<file path="src/rtl/ps_mm_ring_ctrl.sv">
// Packet-granular ring-buffer controller in front of a PacketStream-to-Avalon-MM writer.
// Optional statistics counters are enabled with `define PS_MM_RING_CTRL_STAT_EN.
module ps_mm_ring_ctrl #(
  parameter int DWIDTH        = 8,
  parameter int AWIDTH        = 8,
  parameter int SYMBOLS       = 4,
  parameter int MAX_PKT_WORDS = 16,
  localparam int MW           = (SYMBOLS > 1) ? $clog2(SYMBOLS) : 1
) (
  input  logic              clk,
  input  logic              reset_n,
  input  logic [DWIDTH-1:0] i_dat,
  input  logic [MW-1:0]     i_mty,
  input  logic              i_val,
  input  logic              i_eop,
  output logic              i_rdy,
  output logic [DWIDTH-1:0] o_dat,
  output logic [MW-1:0]     o_mty,
  output logic              o_val,
  output logic              o_eop,
  input  logic              o_rdy,
  output logic [AWIDTH-1:0] o_address,
  output logic [AWIDTH-1:0] d_addr,
  output logic [AWIDTH:0]   d_len,
  output logic [MW-1:0]     d_mty,
  output logic              d_trunc,
  output logic              d_val,
  input  logic              d_rdy,
  input  logic [AWIDTH:0]   rel_words,
  input  logic              rel_val,
`ifdef PS_MM_RING_CTRL_STAT_EN
  input  logic              stat_clr,
  output logic [31:0]       stat_pkts,
  output logic [31:0]       stat_trunc,
`endif
  output logic [AWIDTH:0]   used
);

  localparam logic [AWIDTH:0] RING_W = (AWIDTH+1)'(2**AWIDTH);
  localparam logic [AWIDTH:0] MAX_W  = (AWIDTH+1)'(MAX_PKT_WORDS);

  typedef enum logic [1:0] {IDLE, PASS, DROP} state_t;

  state_t              r_state, w_state_nxt;
  logic [AWIDTH-1:0]   r_wr_ptr;
  logic [AWIDTH:0]     r_used, r_cnt;
  logic [AWIDTH-1:0]   r_d_addr;
  logic [AWIDTH:0]     r_d_len;
  logic [MW-1:0]       r_d_mty;
  logic                r_d_trunc, r_d_val;

  logic [AWIDTH:0]     w_free, w_cnt_inc;
  logic                w_admit, w_beat, w_at_max, w_eop_beat, w_trunc_beat, w_desc_load;
  logic [AWIDTH+1:0]   w_used_sum, w_rel, w_used_diff;
  logic [AWIDTH:0]     w_used_nxt;

  assign w_free       = RING_W - r_used;
  assign w_admit      = (w_free >= MAX_W) && !r_d_val;
  assign w_beat       = (r_state == PASS) && i_val && o_rdy;
  assign w_cnt_inc    = r_cnt + 1'b1;
  assign w_at_max     = (w_cnt_inc == MAX_W);
  assign w_eop_beat   = w_beat && i_eop;
  assign w_trunc_beat = w_beat && !i_eop && w_at_max;
  assign w_desc_load  = w_eop_beat || w_trunc_beat;

  // A release larger than the current occupancy clamps to empty instead of wrapping.
  assign w_used_sum  = {1'b0, r_used} + (AWIDTH+2)'(w_beat);
  assign w_rel       = rel_val ? {1'b0, rel_words} : '0;
  assign w_used_diff = w_used_sum - w_rel;
  assign w_used_nxt  = (w_rel > w_used_sum) ? '0 : w_used_diff[AWIDTH:0];

  // NOTE: sequential state uses non-blocking assignments so every register samples pre-edge values.
  always_ff @(posedge clk or negedge reset_n) begin
    if (!reset_n) r_state <= IDLE;
    else          r_state <= w_state_nxt;
  end

  always_comb begin
    w_state_nxt = r_state;
    unique case (r_state)
      IDLE: if (i_val && w_admit) w_state_nxt = PASS;
      PASS: if (w_eop_beat) w_state_nxt = IDLE;
            else if (w_trunc_beat) w_state_nxt = DROP;
      DROP: if (i_val && i_eop) w_state_nxt = IDLE;
      default: w_state_nxt = IDLE;
    endcase
  end

  // NOTE: every output gets a default before the case so no latch is inferred.
  always_comb begin
    i_rdy = 1'b0;
    o_val = 1'b0;
    o_dat = i_dat;
    o_mty = i_mty;
    o_eop = i_eop;
    unique case (r_state)
      PASS: begin
        o_val = i_val;
        i_rdy = o_rdy;
        if (w_at_max && !i_eop) begin
          o_eop = 1'b1;
          o_mty = '0;
        end
      end
      DROP:    i_rdy = 1'b1;
      default: ;
    endcase
  end

  always_ff @(posedge clk or negedge reset_n) begin
    if (!reset_n) begin
      r_wr_ptr  <= '0;
      r_used    <= '0;
      r_cnt     <= '0;
      r_d_addr  <= '0;
      r_d_len   <= '0;
      r_d_mty   <= '0;
      r_d_trunc <= 1'b0;
      r_d_val   <= 1'b0;
    end else begin
      r_used <= w_used_nxt;
      if (w_desc_load)  r_cnt <= '0;
      else if (w_beat)  r_cnt <= w_cnt_inc;
      // Admission is blocked while a descriptor is pending, so load and clear never coincide.
      if (w_desc_load) begin
        r_wr_ptr  <= r_wr_ptr + w_cnt_inc[AWIDTH-1:0];
        r_d_addr  <= r_wr_ptr;
        r_d_len   <= w_cnt_inc;
        r_d_mty   <= w_eop_beat ? i_mty : '0;
        r_d_trunc <= w_trunc_beat;
        r_d_val   <= 1'b1;
      end else if (r_d_val && d_rdy) begin
        r_d_val   <= 1'b0;
      end
    end
  end

`ifdef PS_MM_RING_CTRL_STAT_EN
  logic [31:0] r_stat_pkts, r_stat_trunc;

  always_ff @(posedge clk or negedge reset_n) begin
    if (!reset_n) begin
      r_stat_pkts  <= '0;
      r_stat_trunc <= '0;
    end else if (stat_clr) begin
      r_stat_pkts  <= '0;
      r_stat_trunc <= '0;
    end else begin
      if (w_desc_load)  r_stat_pkts  <= r_stat_pkts + 32'd1;
      if (w_trunc_beat) r_stat_trunc <= r_stat_trunc + 32'd1;
    end
  end

  assign stat_pkts  = r_stat_pkts;
  assign stat_trunc = r_stat_trunc;
`endif

  assign o_address = r_wr_ptr;
  assign used      = r_used;
  assign d_addr    = r_d_addr;
  assign d_len     = r_d_len;
  assign d_mty     = r_d_mty;
  assign d_trunc   = r_d_trunc;
  assign d_val     = r_d_val;

endmodule
</file>
<file path="config.mk">
export PLATFORM = sky130hd
export DESIGN_NAME = ps_mm_ring_ctrl
export DESIGN_NICKNAME = d
export VERILOG_FILES = /design/src/rtl/ps_mm_ring_ctrl.sv
export SDC_FILE = /design/constraint.sdc
export NUM_CORES = 1
export LEC_CHECK = 0
export ABC_AREA = 1
export CORE_UTILIZATION = 55
export DETAILED_ROUTE_END_ITERATION = 8
export MAX_ROUTING_LAYER = met4
export PLACE_DENSITY = 0.95
export SLEW_MARGIN = 25
export SYNTH_ARGS = -nofsm -noshare
export SYNTH_HDL_FRONTEND = slang
export SYNTH_SLANG_ARGS = --single-unit
</file>
<file path="constraint.sdc">
create_clock -name clk -period 8.8 [get_ports clk]
set_input_delay 2.2 -clock clk [delete_from_list [all_inputs] [get_ports clk]]
set_output_delay 2.2 -clock clk [all_outputs]
set_load 0.02 [all_outputs]
</file>
==> results.yml <==
routing:
  drtIter0Drc: 181
  ant_nets: 0
  dr.pass1.iters: 4
  vias: 3092
  wl_per_cell_um: 12.9
  drcViolationCount: 0
  via_per_inst: 5.26
  drt_wl_total_um: 7560
placement:
  portBuffers: 60
  placedCellCount: 580
  gp_congestion: 0.879
  detailedPlacementHpwl_um: 5950
  post-place-ws_ps: 2960
layout:
  syn_to_final_growth_pct: 19.8
  n_fill_cell: 483
  finalNonFillerCells: 588
  num_antenna_cells: 0
  finalNetCount: 571
  final_cell_mix: "165 x nand2_1, 63 x inv_1, 59 x clkdlybuf4s50_1, 49 x dfrtp_1, 31 x ha_1"
  drive_gt1_share_pct: 5.26
  register_area_um2: 1230
  multi_input_area_um2: 1830
  layout_commonest_cell: "nand2_1"
sta:
  clock_skew_ps: 4.83
  period_share_pct: 66.6
  setup_viol: 0
  maxSlewViolCount: 0
  fin_crit_ps: 5860
  setup_tns_ps: 0
  fmax_mhz: 171
  hold_viol: 0
  fin_ws_ps: 2940
  worstMarginPinSlew_ps: 479
  rsz0062_at_grt: "false"
  maxSlewHeadroom_pct: 68.1
logic_synthesis:
  syn_area_per_cell_um2: 7.47
  netlist-cell-type-count: 33
  ys.warnings.count: 0
  syn_nets: 518
  synth_edf_count: 0
  ys_ff_latch: 49
  seq_area_frac_synth_pct: 35.7
  async_flop_share_pct: 100
  syn_area_um2: 3430
  syn_inst: 459
  synth_ff_type: "dfrtp_1"
clock_network:
  clock_latency_ps: 300
  clock_sinks: 49
  cts_hold_buf: 0
  cts_max_path_buffers: 2
  cts_buffers: 5
  cts_setup_buffers: 0
  h-tree-depth: 2
  cts_tree: "built"
  clkSlewWorstSetupHoldPaths_ps: 80
  root_buffer: "clkbuf_8"
  cts_resized: 0
worst_setup_path:
  worstSetupStartpointType: "input pin"
  critPathMaxStageDelay_ps: 600
  worstPathRequired_ps: 6600
  endpoint_kind: "output port"
  crit_arrival_ps: 3660
  critPathMaxFanout: 3
  cp_cell_sequence: "clkdlybuf4s50_1, inv_1, nand4_1, nand2_1, inv_1, clkdlybuf4s50_1"
  path_class: "input pin to output port"
  cp_slowest_cell: "clkdlybuf4s50_1"
floorplan:
  die_area_um2: 6560
  start_util_pct: 57.6
  row_count: 28
  core_area_um2: 5960
  ios: 77
  die_y_um: 81.0
  die_w_um: 81.0
power:
  pwr-share-seq_pct: 29.7
  pwr-share-comb_pct: 61.2
  p_per_area_nw_per_um2: 340
  swShare_pct: 47.5
  ir_drop_mv: 0.186
  netSwitchingPower_uw: 664
  internal_power_uw: 734
  clock_power_share_pct: 9.1
  leakage_uw: 0.00221
min_path:
  hp-class: "flop to flop"
flow_run:
  drv_cap: 0
grt:
  grt_max_degree: 35
  grtUsageTotal_pct: 25.3
  antenna_found_initial: 0
  grt_pass1_vias: 3026
  overflow: 0
  grt_pass1_wl_um: 12600
run_status:
  status: "completed"
## through the flow
stage	utilization, %	instance area (um2)	total power [uW]	hold slack [ps]
5_1_grt	69.0	4110	1510	503
4_1_cts	69.0	4110	1400	479
6_report	69.0	4110	1400	474
3_5_place_dp	67.6	4030	1270	459
2_1_floorplan	-	3430	976	467
3_3_place_gp	67.3	4010	1220	453
## power by group through the flow
stage | registers, uW | clock network [uW] | logic, uW
3_3_place_gp | 411 | 0 | 809
6_report | 415 | 128 | 855
2_1_floorplan | 489 | 0 | 487
3_5_place_dp | 418 | 0 | 849
5_1_grt | 426 | 138 | 950
4_1_cts | 414 | 130 | 854
## layout make-up
cell class / instances / share of cell area [%]
multi-input cells: 327 / 44.6
repair buffers: 61 / 15.0
clock inverters: 2 / 0.244
flip-flops and latches: 49 / 29.8
clock buffers: 6 / 1.77
well taps: 75 / 2.28
inverters: 68 / 6.27
## worst max-delay path, delay by kind of cell
kind / cells / cell delay, ps
buffers and inverters: 4 / 1250
AND/OR/NAND/NOR: 2 / 200
## path summary, 6_finish.rpt
path | startpoint | endpoint | slack [ps] | cells after the start
worst max-delay path | i_eop | o_mty[1] | 2940 | 6
worst min-delay path | d_addr[4] | d_addr[4] | 470 | 2
worst max register to register | r_state[1] | used[6] | 5240 | 15
worst min register to register | d_addr[4] | d_addr[4] | 470 | 2
max in group asynchronous | reset_n | used[3] | 6440 | 2
min in group asynchronous | reset_n | d_addr[5] | 1850 | 1
## synthesized netlist by cell type, types with 5 or more instances
cell type	count	area, um2
o22ai_1	6	37.5
dfrtp_1	49	1230
a21oi_1	21	105
nand3_1	23	115
nand2_1	165	619
nor3_1	5	25.0
nand4_1	6	37.5
inv_1	63	236
nor2_1	17	63.8
buf_4	11	82.6
xor2_1	17	149
o21ai_0	8	40.0
ha_1	31	388
## per-layer routing
metal | vias up | routed length, um | global-route usage, %
li1 | 1536 | - | -
met1 | 1445 | 3050 | 25.9
met2 | 91 | 4050 | 48.2
met3 | 20 | 304 | 4.38
met4 | 0 | 156 | 8.39
met5 | - | 0 | -
## flip-flops by register name, indices dropped and copies added, names as in the netlist
signal,count
d_trunc,1
d_addr,8
r_cnt,9
d_val,1
used,9
o_address,8
d_mty,2
d_len,9
r_state,2
## cells by family after synthesis
group / share of synthesized area, %
xor+xnor: 4.85
flops: 35.7
fa+ha+maj: 12.5
buf+inv: 10.8
simple gates: 29.0
compound gates: 7.15
No activity file was read; power rests on OpenSTA's default activity.
